--- src/rtl/multibyte_add_seq_pkg.sv ---
// Shared constants for the byte-serial wide adder: slice width and FSM encodings.
package multibyte_add_seq_pkg;

  localparam int unsigned ByteW = 8;

  localparam logic [1:0] StIdle = 2'd0;
  localparam logic [1:0] StRun  = 2'd1;
  localparam logic [1:0] StDone = 2'd2;

endpackage

--- src/rtl/byte_add_cin.sv ---
// 8-bit ripple-carry slice with carry-in; also exposes the carry into bit 7
// so the caller can derive signed overflow.
module byte_add_cin
  import multibyte_add_seq_pkg::*;
(
  input  logic [ByteW-1:0] a_i,
  input  logic [ByteW-1:0] b_i,
  input  logic             cin_i,
  output logic [ByteW-1:0] sum_o,
  output logic             cout_o,
  output logic             c7_o
);

  logic [ByteW:0] carry;

  assign carry[0] = cin_i;

  for (genvar i = 0; i < ByteW; i++) begin : g_bit
    one_bit_adder u_fa (
      .a_i    (a_i[i]),
      .b_i    (b_i[i]),
      .cin_i  (carry[i]),
      .sum_o  (sum_o[i]),
      .cout_o (carry[i+1])
    );
  end

  assign cout_o = carry[ByteW];
  assign c7_o   = carry[ByteW-1];

endmodule

--- src/rtl/one_bit_adder.sv ---
// Full adder cell shared with the eight_bit_adder datapath.
module one_bit_adder (
  input  logic a_i,
  input  logic b_i,
  input  logic cin_i,
  output logic sum_o,
  output logic cout_o
);

  assign sum_o  = a_i ^ b_i ^ cin_i;
  assign cout_o = (a_i & b_i) | (cin_i & (a_i ^ b_i));

endmodule

--- src/rtl/multibyte_add_seq.sv ---
// Wide add/subtract built from one byte slice, processed LSB first, one byte
// per clock, with the inter-byte carry held in a register.
module multibyte_add_seq
  import multibyte_add_seq_pkg::*;
#(
  parameter int unsigned NUM_BYTES = 4
) (
  input  logic                     clk,
  input  logic                     rst_n,
  input  logic                     start_i,
  input  logic                     sub_i,
  input  logic [8*NUM_BYTES-1:0]   a_i,
  input  logic [8*NUM_BYTES-1:0]   b_i,
  output logic                     busy_o,
  output logic                     done_o,
  output logic [8*NUM_BYTES-1:0]   result_o,
  output logic                     carry_out_o,
  output logic                     overflow_o
);

  localparam int unsigned W    = ByteW * NUM_BYTES;
  localparam int unsigned IdxW = $clog2(NUM_BYTES);

  logic [1:0]      state_q, state_d;
  logic [IdxW-1:0] idx_q, idx_d;
  logic            carry_q, carry_d;
  logic [W-1:0]    op_a_q, op_a_d;
  logic [W-1:0]    op_b_q, op_b_d;
  logic [W-1:0]    result_q, result_d;
  logic            cout_q, cout_d;
  logic            ovf_q, ovf_d;

  logic [ByteW-1:0] slice_a, slice_b, slice_sum;
  logic             slice_cout, slice_c7;
  logic             last_byte;

  // Select the operand bytes addressed by idx.
  always_comb begin
    slice_a = '0;
    slice_b = '0;
    for (int unsigned i = 0; i < NUM_BYTES; i++) begin
      if (idx_q == IdxW'(i)) begin
        slice_a = op_a_q[i*ByteW +: ByteW];
        slice_b = op_b_q[i*ByteW +: ByteW];
      end
    end
  end

  byte_add_cin u_slice (
    .a_i    (slice_a),
    .b_i    (slice_b),
    .cin_i  (carry_q),
    .sum_o  (slice_sum),
    .cout_o (slice_cout),
    .c7_o   (slice_c7)
  );

  assign last_byte = (idx_q == IdxW'(NUM_BYTES - 1));

  // FSM and datapath next-state; subtract is A + ~B + 1 via inverted B and carry-in.
  always_comb begin
    state_d  = state_q;
    idx_d    = idx_q;
    carry_d  = carry_q;
    op_a_d   = op_a_q;
    op_b_d   = op_b_q;
    result_d = result_q;
    cout_d   = cout_q;
    ovf_d    = ovf_q;
    case (state_q)
      StIdle: begin
        if (start_i) begin
          op_a_d   = a_i;
          op_b_d   = b_i ^ {W{sub_i}};
          carry_d  = sub_i;
          idx_d    = '0;
          result_d = '0;
          state_d  = StRun;
        end
      end
      StRun: begin
        for (int unsigned i = 0; i < NUM_BYTES; i++) begin
          if (idx_q == IdxW'(i)) begin
            result_d[i*ByteW +: ByteW] = slice_sum;
          end
        end
        carry_d = slice_cout;
        if (last_byte) begin
          cout_d  = slice_cout;
          ovf_d   = slice_c7 ^ slice_cout;
          state_d = StDone;
        end else begin
          idx_d = idx_q + IdxW'(1);
        end
      end
      StDone: begin
        state_d = StIdle;
      end
      default: begin
        state_d = StIdle;
      end
    endcase
  end

  // State registers; asynchronous reset discards any operation in flight.
  always_ff @(posedge clk or negedge rst_n) begin
    if (!rst_n) begin
      state_q  <= StIdle;
      idx_q    <= '0;
      carry_q  <= 1'b0;
      op_a_q   <= '0;
      op_b_q   <= '0;
      result_q <= '0;
      cout_q   <= 1'b0;
      ovf_q    <= 1'b0;
    end else begin
      state_q  <= state_d;
      idx_q    <= idx_d;
      carry_q  <= carry_d;
      op_a_q   <= op_a_d;
      op_b_q   <= op_b_d;
      result_q <= result_d;
      cout_q   <= cout_d;
      ovf_q    <= ovf_d;
    end
  end

  assign busy_o      = (state_q != StIdle);
  assign done_o      = (state_q == StDone);
  assign result_o    = result_q;
  assign carry_out_o = cout_q;
  assign overflow_o  = ovf_q;

endmodule

--- config.mk ---
export PLATFORM = sky130hd
export DESIGN_NAME = multibyte_add_seq
export DESIGN_NICKNAME = d
export VERILOG_FILES = /design/src/rtl/multibyte_add_seq_pkg.sv /design/src/rtl/byte_add_cin.sv /design/src/rtl/one_bit_adder.sv /design/src/rtl/multibyte_add_seq.sv
export SDC_FILE = /design/constraint.sdc
export NUM_CORES = 1
export LEC_CHECK = 0
export ABC_AREA = 1
export BUFFER_PORTS_ARGS = -buffer_cell sky130_fd_sc_hd__buf_2
export CELL_PAD_IN_SITES_DETAIL_PLACEMENT = 1
export CELL_PAD_IN_SITES_GLOBAL_PLACEMENT = 2
export CORE_ASPECT_RATIO = 0.7
export CORE_MARGIN = 3
export CORE_UTILIZATION = 32
export DETAILED_ROUTE_END_ITERATION = 8
export HOLD_SLACK_MARGIN = 0.05
export PLACE_DENSITY = 0.81
export SETUP_SLACK_MARGIN = 0.4
export SLEW_MARGIN = 20
export SYNTH_ARGS = -nofsm -noshare
export SYNTH_HDL_FRONTEND = slang
export SYNTH_SLANG_ARGS = --single-unit
--- constraint.sdc ---
create_clock -name clk -period 6.37 [get_ports clk]
set_clock_uncertainty 0.05 [all_clocks]
set_input_delay 0.9555 -clock clk [delete_from_list [all_inputs] [get_ports clk]]
set_output_delay 0.9555 -clock clk [all_outputs]
set_load 0.02 [all_outputs]
# Word-level counts from Yosys, hierarchy flattened

Cells that the tools add are included.

Register bits: 103
Bits of input ports: 68
Output and inout port bits: 36

$add $sub $neg: 1
Equal/unequal tests: 11
Multiplexer cells: 22
Bitwise operators: 42
Reduce and logical (&&, ||, !) cells: 13

Operator list:

| operator              | count |
|---|---|
| $mux W8               | 12 |
| $pmux W32 S2          | 1 |
| $mux W32              | 1 |
| $xor A32 B32 Y32      | 1 |
| $xor A1 B1 Y1         | 17 |
| $and A1 B1 Y1         | 16 |
| $reduce_and A3 Y1     | 5 |
| $ne A2 B2 Y1 const B  | 6 |
| $mux W2               | 4 |
| $or A1 B1 Y1          | 8 |
| $pmux W2 S2           | 2 |
| $reduce_and A2 Y1     | 4 |
| $eq A2 B2 Y1 const B  | 3 |
| $eq A2 B1 Y1 const B  | 2 |
| $logic_not A2 Y1      | 2 |
| $reduce_bool A2 Y1    | 2 |
| $add A2 B1 Y2 const B | 1 |
| $pmux W1 S2           | 1 |
| $mux W1               | 1 |

# Logic depth before layout (Yosys ltp)

Gate-level depths: netlist of run 1.

Depth in word-level cells: 23
Mapped depth: 22

# By module

Synthesis of run 1 repeated with hierarchy kept, for this count alone.

Cell total of the unflattened synthesis: 642
Area total of the unflattened synthesis: 5266.3 um^2

Modules (own cells, without submodules):

| module            | instances | cells each | area each (um^2) | sequential area each (um^2) |
|---|---|---|---|---|
| multibyte_add_seq | 1         | 634        | 5106.1           | 2577.5 |
| one_bit_adder     | 8         | 1          | 20.0             | 0.0 |

# Worst setup path before layout of run 1

No wires, ideal clock.

Kind: reg2reg
From: reg idx_q[1]
To: reg result_q[15] (netlist: result_o[15])
Arrival: 4.391 ns
Required time: 6.254 ns
Slack: 1.863 ns
Cell stages (with the launch flop): 22
Buffers on the path: 2
Period minus slack after synthesis: 4.507 ns
Path through: dfrtp_1 -> inv_1 -> ha_1 -> buf_2 -> clkbuf_1 -> nand2_1 -> nand3_1 -> a21oi_1 -> fa_1 -> fa_1 -> fa_1 -> fa_1 -> fa_1 -> inv_1 -> fa_1 -> fa_1 -> inv_1 -> fa_1 -> inv_1 -> nor2_1 -> nand2_1 -> nand2_1

Cells in the longest elaborated chain, start to end: 23
Elaborated cells on any way between the ends: 46

RTL lines:

| what                   | RTL line                 | text |
|---|---|---|
| start, declared        | multibyte_add_seq.sv:25  | `logic [IdxW-1:0] idx_q, idx_d;` |
| start signal, assigned | multibyte_add_seq.sv:118 | `idx_q <= idx_d;` |
| $logic_not A2 Y1       | multibyte_add_seq.sv:42  | `if (idx_q == IdxW'(i)) begin` |
| $mux W8 (4 in a row)   | multibyte_add_seq.sv:42  |  |
| $xor A1 B1 Y1          | one_bit_adder.sv:11      | `assign cout_o = (a_i & b_i) \| (cin_i & (a_i ^ b_i));` |
| $and A1 B1 Y1          | one_bit_adder.sv:11      |  |
| $or A1 B1 Y1           | one_bit_adder.sv:11      |  |
| $and A1 B1 Y1          | one_bit_adder.sv:11      |  |
| $or A1 B1 Y1           | one_bit_adder.sv:11      |  |
| $and A1 B1 Y1          | one_bit_adder.sv:11      |  |
| [... 4 more ...]       | n/a                      |  |
| $or A1 B1 Y1           | one_bit_adder.sv:11      |  |
| $and A1 B1 Y1          | one_bit_adder.sv:11      |  |
| $or A1 B1 Y1           | one_bit_adder.sv:11      |  |
| $and A1 B1 Y1          | one_bit_adder.sv:11      |  |
| $or A1 B1 Y1           | one_bit_adder.sv:11      |  |
| $xor A1 B1 Y1          | one_bit_adder.sv:10      | `assign sum_o = a_i ^ b_i ^ cin_i;` |
| $mux W8                | multibyte_add_seq.sv:83  | `if (idx_q == IdxW'(i)) begin` |
| $pmux W32 S2           | multibyte_add_seq.sv:70  | `case (state_q)` |
| end signal, assigned   | multibyte_add_seq.sv:122 | `result_q <= result_d;` |
| end, declared          | multibyte_add_seq.sv:29  | `logic [W-1:0] result_q, result_d;` |

Parallel ways exist; a longest one is shown, timed or not. The select of a mux whose other input is x is not followed.
A chain may end at the register's enable or synchronous reset.

# Worst setup path in the final report of run 1

From: reg idx_q[0]
To: reg result_q[23] (netlist: result_o[23])

Same word-level chain as after synthesis.

==> key figures, run 1 <==
Status
  • Status: finished, final reports clean

Yosys
  • Ys flop type: dfrtp_1
  • Mapped Nets: 703
  • Sequential area share after synthesis: 50.5%
  • Ys Warns: 0
  • Cells after Synth: around 620
  • Synth cell types: 25
  • Post-Syn Area: a little over 5000 sq um
  • Register bit total from synthesis: 103
  • EDFF count, synth: 0
  • Mean Syn Cell Area: about 8.2 sq um
  • FFs w/ async S/R, synth: 100%

Global routing
  • Pin count of the biggest net entering global routing: 77
  • Grt total ovfl: 0
  • Tot GR Track Use: 17.9%
  • Vias in the first global route: 4606
  • Initial antenna violation count: 0
  • First-pass GRT wire length: 24700 microns

Job
  • Max-Cap Viols: 0

Finish
  • Share of layout cells above drive strength 1: 18.4%
  • Area grow syn2layout: 16.8%
  • Multi-input gate area: 2230 sq um
  • Layout Nets: 787
  • Storage cell area: ~2600 sq um
  • Antenna Cells: 0
  • Fillers: 1870

Clocking
  • Num CTS Buffers: 9
  • Clock Path Buffers: 2
  • CTS tree: yes
  • CTS Sinks: between 100 and 150
  • Worst skew pair latency: 0.35 ns
  • Clk slew on worst S/H paths: 0.07 ns
  • Post-CTS resize count: 0
  • CTS Hold Bufs: 0
  • Post-CTS setup buffer count: 0
  • Number of H-tree levels: 3
  • Root Driver: clkbuf_16

Setup path
  • Most used cell, CP: fa_1
  • Cells along the critical path: inv_1, ha_1, inv_1, nor2_1, nor2_1, nand2_1, nand2_1, fa_1, fa_1, fa_1, fa_1, fa_1, inv_1, fa_1, fa_1, inv_1, fa_1, inv_1, nor2_1, nand2_1, nand2_1
  • Slowest stage cell on the critical path: ha_1
  • Worst EP arrival: 5.75 ns
  • CP max stage delay: 0.56 ns
  • Worst Path Required: 6.60 ns
  • CP startpoint kind: flop
  • Crit end category: flop
  • R2R depth: 21
  • Critical path class: flop to flop
  • CP Max Fanout: 18

Routing
  • Top routing layer in use: met4
  • Detailed Routing Iterations Pass 1: 4
  • Final ANT Viol Nets: 0
  • Iter 0 DRT Violations: 187
  • Via count: 4232
  • Vias per Instance: between 4 and 5
  • Metal-1 WL: approximately 7600 microns
  • DRC errors left: 0
  • WL/cell: 16.4 microns
  • WL met2: between 6000 and 7000 microns
  • WL met3: between 600 and 700 microns
  • Final WL: 14900 microns

STA
  • Unrepaired setup endpoints after global routing: false
  • Post-layout min period: 5.52 ns
  • Max_slew headroom: 39.7%
  • Final Slew Violations: 0
  • Max frequency: 181 MHz
  • Worst-margin pin slew: 0.905 ns
  • Setup TNS: 0 ns
  • Final Hold Vio Count: 0
  • Setup violations, final: 0
  • Final worst-path cycle share: approximately 87%
  • Final Worst Setup Slack: between 0.8 and 0.9 ns

Min path
  • Hold depth: 2
  • HP Class: flop to flop

Placed design
  • I/O Buffers: 103
  • Hpwl dp: about 11000 microns
  • Dpl ws: 0.913 ns
  • Routability cong.: 0.820

Floorplan
  • Top-level port count: 104
  • CORE AREA: 15100 sq um
  • Total die area: 17500 sq um
  • Die Y-Extent: roughly 110 microns
  • Core Rows: 37
  • Initial core utilization: between 30 and 40%
  • Die X: 157 microns

Power and ir drop
  • Pleak: 3.20 nW
  • PwrDens: 578 nW/um^2
  • Peak VDD IR: between 0.2 and 0.3 mV
==> registers in the layout (all words and copies together) (netlist names) <==
signal       count
carry_q          1
result_o        32
idx_q            2
state_q          2
carry_out_o      1
op_b_q          32
op_a_q          32
overflow_o       1
==> worst max-delay path: cells and delay by family, from the launching register on <==
kind	cells	cell delay (ns)
adders and majority gates	9	3.36
and+or+nand+nor	7	0.88
buffers and inverters	5	0.71
DFF	1	0.43
==> Yosys cell counts (3+ instances only) <==
cell type	count	area, sq um
buf_6	4	45.0
clkbuf_1	7	26.3
buf_2	17	85.1
xnor2_1	32	280
o21ai_0	35	175
nand3_1	46	230
ha_1	4	50.1
fa_1	8	160
inv_2	3	11.3
nand2_2	4	25.0
buf_4	3	22.5
nand2_1	269	1010
nor2_1	32	120
dfrtp_1	103	2580
a21oi_1	22	110
inv_1	22	82.6
==> cell families (layout without fill, tap and decap cells) <==
logic type | count (synthesis) | in the layout | share of synthesized area (%)
xor gates and xnor gates | 33 | 33 | 5.67
buffers and inverters | 60 | 148 | 5.89
and+or+nand+nor | 355 | 355 | 27.8
adders and majority gates | 12 | 12 | 4.12
DFF | 103 | 103 | 50.5
AOI/OAI and AO/OA | 60 | 60 | 5.98
==> placed cells by master (no fill, tap or decap), types with 2 or more instances in the layout <==
cell and n:
fa_1 8, clkinv_2 2, buf_4 4, clkinv_1 2, a21oi_1 22, a21boi_0 2
nor2_1 32, xnor2_1 32, buf_2 102, nand2_1 269, ha_1 4, nand3_1 46
nand2_2 4, inv_2 3, inv_1 22, or2_2 2, dfrtp_1 103, o21ai_0 35
clkbuf_16 9
==> stage by stage <==
stage	cell area [sq um]	hold slack, ns	utilization [%]	std cells	power (mW)
floorplan	5100	0.396	-	623	2.35
global placement	5690	0.412	37.6	891	2.89
detailed placement	5690	0.425	37.6	891	2.96
CTS	5960	0.446	39.4	906	3.49
global route	5960	0.469	39.4	906	3.81
finish	5960	0.437	39.4	906	3.44
==> final cells by class <==
type,count,share of cell area (%)
sequential,103,43.3
multi-input combinational,460,37.4
timing repair buffer,106,9.07
tap,195,4.09
clock buffer,10,3.84
inverter,27,1.70
clock inverter,5,0.588
==> layer usage <==
metal / track usage (%) / vias to the layer above
met5: 0 / -
met4: 2.97 / 0
met3: 3.65 / 10
met2: 26.2 / 80
met1: 27.7 / 2044
li1: - / 2098
==> report_power, final <==
part           leakage (nW)  total [mW]  switching (mW)  internal (mW)
Clock                 0.129       0.509           0.245          0.264
Sequential             1.30        1.15           0.200          0.952
Combinational          1.77        1.78            1.23          0.553
==> path summary, 6_finish.rpt <==
check | startpoint | endpoint | slack, ns
min reg2reg | op_a_q[23]$_DFFE_PN0P_ | op_a_q[23]$_DFFE_PN0P_ | 0.44
max | idx_q[0]$_DFFE_PN0P_ | result_o[23]$_DFFE_PN0P_ | 0.85
max in group asynchronous | rst_n | result_o[28]$_DFFE_PN0P_ | 4.53
min in group asynchronous | rst_n | op_b_q[8]$_DFFE_PN0P_ | 0.57
max reg2reg | idx_q[0]$_DFFE_PN0P_ | result_o[23]$_DFFE_PN0P_ | 0.85
min | op_a_q[23]$_DFFE_PN0P_ | op_a_q[23]$_DFFE_PN0P_ | 0.44
No activity file was read; power rests on OpenSTA's default activity.
==> inputs of run 2 (changes only) <==
--- a/config.mk
+++ b/config.mk
@@ -5,13 +5,12 @@
 export SDC_FILE = /design/constraint.sdc
 export NUM_CORES = 1
 export LEC_CHECK = 0
-export ABC_AREA = 1
 export BUFFER_PORTS_ARGS = -buffer_cell sky130_fd_sc_hd__buf_2
 export CELL_PAD_IN_SITES_DETAIL_PLACEMENT = 1
 export CELL_PAD_IN_SITES_GLOBAL_PLACEMENT = 2
 export CORE_ASPECT_RATIO = 0.7
 export CORE_MARGIN = 3
-export CORE_UTILIZATION = 32
+export CORE_UTILIZATION = 35
 export DETAILED_ROUTE_END_ITERATION = 8
 export HOLD_SLACK_MARGIN = 0.05
 export PLACE_DENSITY = 0.81
==> run 2 against run 1 <==
- synthesized cell count shrank 27%
- total power increased by 4.7%
- register-to-register slack improved by 0.37 ns
- via count decreased by 16%
- clock power grew 8.1%
- worst hold slack better by 0.0024 ns
- maximum frequency up 7.2%
- largest cell class unchanged
==> key figures, run 2 <==
Routing
  • Iter 0 DRT Violations: 194
  • Final ANT Viol Nets: 0
  • Vias per Instance: 4.85
  • Final WL: approximately 13000 microns
  • Via count: 3555
  • Detailed Routing Iterations Pass 1: 4
  • WL/cell: 18.0 microns
  • DRC errors left: 0

Global routing
  • Vias in the first global route: 3817
  • Grt total ovfl: 0
  • Tot GR Track Use: between 10% and 20%
  • Pin count of the biggest net entering global routing: 106
  • Initial antenna violation count: 0
  • First-pass GRT wire length: 21300 microns

Yosys
  • Synth top area cells: dfrtp_1 52%, mux2_2 12%, a21oi_1 5.7%
  • EDFF count, synth: 0
  • Post-synth top cells: 103 x dfrtp_1, 57 x a21oi_1, 55 x mux2_2
  • Ys flop type: dfrtp_1
  • Mean Syn Cell Area: ~11 sq um
  • Top-count cell post-synth: dfrtp_1
  • Register bit total from synthesis: 103
  • Cells after Synth: 453
  • Post-synth top area share: 51.7%
  • Synth cell types: 26
  • Ys Warns: 0
  • Sequential area share after synthesis: 51.7%
  • Mapped Nets: between 500 and 600
  • Post-Syn Area: 4990 sq um
  • FFs w/ async S/R, synth: 100%
  • Synth area leader: dfrtp_1

Placed design
  • I/O Buffers: 103
  • Hpwl dp: 9800 microns
  • Routability cong.: 0.805
  • Dpl ws: 1.18 ns

Finish
  • Share of layout cells above drive strength 1: 34.3%
  • Commonest non-fill, non-tap cells in the layout: 103 x dfrtp_1, 102 x buf_2, 57 x a21oi_1, 55 x mux2_2
  • Multi-input gate area: 2190 sq um
  • Leading cell type in the layout, fill and taps excluded: dfrtp_1
  • Util after Layout: 44.0%
  • Antenna Cells: 0
  • Area grow syn2layout: 19.5%
  • Layout Nets: approximately 620
  • Storage cell area: approximately 2600 sq um
  • Fillers: 1513

Clocking
  • Clk slew on worst S/H paths: 0.07 ns
  • Post-CTS setup buffer count: 0
  • CTS tree: yes
  • Num CTS Buffers: 9
  • Post-CTS resize count: 0
  • Worst skew pair latency: 0.35 ns
  • Clock Path Buffers: 2
  • CTS Sinks: slightly above 100
  • Number of H-tree levels: 3
  • CTS Hold Bufs: 0
  • Root Driver: clkbuf_16

Floorplan
  • Core Rows: 35
  • Total die area: 15700 sq um
  • Top-level port count: 104
  • Die X: 149 microns
  • Initial core utilization: a little under two fifths
  • Die Y-Extent: between 100 and 150 microns
  • CORE AREA: 13500 sq um

Setup path
  • Worst Path Required: 6.56 ns
  • Worst EP arrival: 5.34 ns
  • CP Max Fanout: 18
  • CP startpoint kind: flop
  • Crit end category: flop
  • Critical path class: flop to flop

STA
  • Worst-margin pin slew: 0.965 ns
  • Setup violations, final: 0
  • Setup TNS: 0 ns
  • Max frequency: a little under 200 MHz
  • Final Worst Setup Slack: 1.22 ns
  • Unrepaired setup endpoints after global routing: false
  • Max_slew headroom: around 36%
  • Final Slew Violations: 0
  • Post-layout min period: ~5 ns
  • Final worst-path cycle share: about four fifths
  • Final Hold Vio Count: 0

Power and ir drop
  • Combinational share of power: a little over half
  • Clock Power Share: about 15%
  • Switching part of the total: 42.0%
  • Reg power frac: about a third
  • Sw Pwr: about 1.5 mW
  • Peak VDD IR: 0.203 mV
  • PwrDens: 605 nW/um^2
  • Pint: 2.09 mW
  • Pleak: 2.75 nW

Job
  • Max-Cap Viols: 0

Min path
  • HP Class: flop to flop

Status
  • Status: finished, final reports clean
run 2: cell types whose count changed after synthesis, moves of 4 or more:
cell      before  now
nor2_1        32   28
clkbuf_1       7   12
nand2_1      269   36
a22o_1         0   12
buf_6          4    0
xnor2_1       32   24
a21oi_1       22   57
a22oi_1        0    4
xor2_1         1    9
mux2_2         0   55
and2_1         0    6
nand3_1       46    0
a21oi_4        0    4
run 2: cell families (layout without fill, tap and decap cells):
kind of cell               Yosys count  in the layout  synth area share [%]
AOI/OAI and AO/OA                  113            113                  13.3
DFF                                103            103                  51.7
and+or+nand+nor                     81             81                  7.27
muxes                               58             58                  13.1
buffers and inverters               53            148                  4.61
xor gates and xnor gates            33             33                  5.79
adders and majority gates           12             12                  4.21
run 2: critical path, cell delays in order (launching register included):
cell	delay, ns
dfrtp_1	0.41
inv_1	0.11
ha_1	0.48
buf_4	0.28
o21ai_0	0.11
a22o_1	0.21
fa_1	0.41
fa_1	0.41
fa_1	0.40
fa_1	0.39
fa_1	0.37
inv_1	0.08
fa_1	0.17
fa_1	0.21
inv_1	0.06
fa_1	0.43
and2_1	0.18
mux2_2	0.27
run 2: per-stage QoR:
step / cell area [sq um] / cells / hold WS [ns] / total power [mW]
finish: 5960 / 733 / 0.439 / 3.61
global route: 5960 / 733 / 0.481 / 3.92
CTS: 5930 / 732 / 0.448 / 3.64
detailed placement: 5640 / 716 / 0.433 / 3.07
global placement: 5640 / 716 / 0.422 / 2.98
floorplan: 4990 / 453 / 0.431 / 2.45
run 2: power groups by stage:
stage,combinational [mW],sequential (mW),clock [mW]
2_1_floorplan,1.25,1.20,0
3_3_place_gp,1.80,1.19,0
3_5_place_dp,1.87,1.19,0
4_1_cts,1.89,1.18,0.562
5_1_grt,2.11,1.22,0.589
6_report,1.87,1.18,0.550
run 2: area by class of cell:
class / instances / share of cell area [%]
flip-flops and latches: 103 / 43.2
multi-input cells: 297 / 36.7
repair buffers: 110 / 9.91
clock buffers: 11 / 3.90
well taps: 185 / 3.88
inverters: 22 / 1.39
clock inverters: 5 / 0.987
run 2: final timing paths:
kind,start,to,slack (ns),depth (start not counted)
min in group asynchronous,rst_n,op_a_q[6]$_DFFE_PN0P_,0.46,1
worst max register to register,idx_q[1]$_DFFE_PN0P_,result_o[7]$_DFFE_PN0P_,1.22,17
worst min-delay path,result_o[3]$_DFFE_PN0P_,result_o[3]$_DFFE_PN0P_,0.44,1
worst max-delay path,idx_q[1]$_DFFE_PN0P_,result_o[7]$_DFFE_PN0P_,1.22,17
max in group asynchronous,rst_n,result_o[5]$_DFFE_PN0P_,4.52,2
worst min register to register,result_o[3]$_DFFE_PN0P_,result_o[3]$_DFFE_PN0P_,0.44,1
run 2: per-layer routing:
layer / vias to the layer above / share of wire (%) / GRT usage [%]
met3: 12 / 5.1 / 3.95
met1: 1778 / 49 / 25.4
met5: - / 0 / 0
met2: 74 / 45 / 26.5
met4: 0 / 0.98 / 4.15
li1: 1691 / - / -
==> inputs of run 3 (changes only) <==
==> constraint.sdc (replaced) <==
create_clock -name clk -period 5 [get_ports clk]
set_clock_uncertainty 0.05 [all_clocks]
set_input_delay 0.75 -clock clk [delete_from_list [all_inputs] [get_ports clk]]
set_output_delay 0.75 -clock clk [all_outputs]
set_load 0.02 [all_outputs]
==> run 3 against run 2 <==
- register-to-register slack worse by 0.72 ns
- maximum frequency is 15% higher
- non-clock buffer count is 7 higher
- count of clock-buffer cells in the layout is 1 lower
- cell count is 0.95% higher
- combinational power is 37% higher
- critical endpoint unchanged
- highest routed layer unchanged
==> key figures, run 3 (synthesized netlist as in run 2, its figures left out) <==
Clocking
  • CTS Sinks: 103
  • Worst skew pair latency: about 0.35 ns
  • Clk slew on worst S/H paths: 0.07 ns
  • Number of H-tree levels: 3
  • Num CTS Buffers: 9
  • CTS tree: yes
  • Clock Path Buffers: 2
  • Root Driver: clkbuf_16

Finish
  • Share of layout cells above drive strength 1: 38.6%
  • Post-route cell area: 6120 sq um
  • Area grow syn2layout: 22.7%
  • Antenna Cells: 0
  • Fillers: 1499
  • Commonest non-fill, non-tap cells in the layout: 102 x dfrtp_1, 102 x buf_2, 55 x a21oi_1, 55 x mux2_2, 36 x nand2_1
  • Layout Nets: 630

Power and ir drop
  • Pleak: 2.79 nW
  • Pint: 2.85 mW
  • Combinational share of power: between 50% and 60%
  • Reg power frac: a little under a third
  • PwrDens: 794 nW/um^2
  • Switching part of the total: 41.4%
  • Clock Power Share: 16.0%
  • Sw Pwr: 2.01 mW
  • Peak VDD IR: approximately 0.29 mV
  • Tot Pwr: 4.86 mW

Setup path
  • CP startpoint kind: flop
  • CP bufs+invs: 3
  • Slowest stage cell on the critical path: fa_1
  • CP max stage delay: 0.43 ns
  • Largest delay share family, worst path: adder cells
  • Cells along the critical path: buf_4, ha_4, a21oi_2, o21ai_1, a22o_1, fa_2, fa_2, fa_2, fa_2, fa_2, inv_2, fa_2, fa_2, inv_1, fa_1, and2_4, mux2_2
  • Worst EP arrival: 4.68 ns
  • Worst Path Required: ~5.2 ns
  • Most used cell, CP: fa_2
  • Critical path class: flop to flop
  • CP Max Fanout: 6
  • Crit end category: flop

Global routing
  • Initial antenna violation count: 0
  • First-pass GRT wire length: 22000 microns
  • Vias in the first global route: 4013
  • Grt total ovfl: 0
  • Tot GR Track Use: 17.9%
  • Pin count of the biggest net entering global routing: 106

Placed design
  • Routability cong.: roughly 0.85
  • I/O Buffers: approximately 100
  • DP Area: about 5700 sq um
  • Hpwl dp: 10000 microns

Floorplan
  • Core Rows: 35
  • Initial core utilization: about 37%
  • Top-level port count: 104
  • Die X: 149 microns
  • CORE AREA: 13500 sq um
  • Die Y-Extent: 106 microns
  • Total die area: 15700 sq um

Routing
  • DRC errors left: 0
  • Iter 0 DRT Violations: 187
  • Final WL: 13700 microns
  • Final ANT Viol Nets: 0
  • Via count: 3622
  • Vias per Instance: about 5
  • WL/cell: approximately 18 microns
  • Detailed Routing Iterations Pass 1: 4

Status
  • Status: finished, final reports clean

STA
  • Unrepaired setup endpoints after global routing: true
  • Max frequency: 222 MHz
  • Worst-margin pin slew: ~0.95 ns
  • Setup TNS: 0 ns
  • Setup violations, final: 0
  • Final Slew Violations: 0
  • Final Hold Vio Count: 0
  • Max_slew headroom: ~37%
  • Final worst-path cycle share: 89.9%
  • Post-layout min period: 4.50 ns

Min path
  • HP Class: input pin to async pin

Job
  • Max-Cap Viols: 0
-- run 3: cell type report --
| class | count | area (sq um) | share of cell area [%] |
|---|---|---|---|
| Multi-Input combinational cell | 297 | 2250 | 36.8 |
| Sequential cell | 103 | 2580 | 42.1 |
| Clock buffer | 10 | 239 | 3.90 |
| Clock inverter | 6 | 92.6 | 1.51 |
| Inverter | 22 | 82.6 | 1.35 |
| Tap cell | 185 | 231 | 3.78 |
| Timing Repair Buffer | 117 | 643 | 10.5 |
-- run 3: final timing paths --
kind / startpoint / end / slack (ns) / depth (start not counted)
min in group clk: result_o[19]$_DFFE_PN0P_ / result_o[19]$_DFFE_PN0P_ / 0.44 / 1
setup / recovery: idx_q[1]$_DFFE_PN0P_ / result_o[7]$_DFFE_PN0P_ / 0.50 / 17
hold / removal: rst_n / op_a_q[13]$_DFFE_PN0P_ / 0.41 / 1
setup reg to reg: idx_q[1]$_DFFE_PN0P_ / result_o[7]$_DFFE_PN0P_ / 0.50 / 17
hold reg to reg: result_o[19]$_DFFE_PN0P_ / result_o[19]$_DFFE_PN0P_ / 0.44 / 1
max in group asynchronous: rst_n / idx_q[0]$_DFFE_PN0P_ / 3.36 / 2
-- run 3: power groups by stage --
stage / combinational [mW] / clock (mW) / sequential [mW]
finish: 2.57 / 0.776 / 1.51
global route: 2.89 / 0.831 / 1.57
CTS: 2.49 / 0.791 / 1.51
detailed placement: 2.44 / 0 / 1.52
global placement: 2.34 / 0 / 1.51
floorplan: 1.62 / 0 / 1.53
-- run 3: metal layers --
| layer | GRT usage (%) | routed length, microns | up-vias |
|---|---|---|---|
| li1 | - | - | 1713 |
| met1 | 25.7 | 6630 | 1804 |
| met2 | 27.7 | 6100 | 88 |
| met3 | 4.73 | 744 | 17 |
| met4 | 3.36 | 196 | 0 |
| met5 | 0 | 0 | - |
-- run 3: through the flow --
stage | setup slack (ns) | hold WS [ns] | util, % | cells
finish | 0.503 | 0.406 | 45.2 | 740
CTS | 0.417 | 0.445 | 44.5 | 734
detailed placement | 0.185 | 0.430 | 41.9 | 717
floorplan | 0.423 | 0.404 | - | 453
global route | 0.336 | 0.460 | 45.2 | 740
global placement | 0.398 | 0.417 | 41.9 | 717
-- run 3: timing repair --
action	in CTS	in global routing
pin swaps	0	6
buffers inserted	1	6
setup endpoints to repair	7	7
cloned	0	0
hold buffers	0	0
resized for setup	5	19
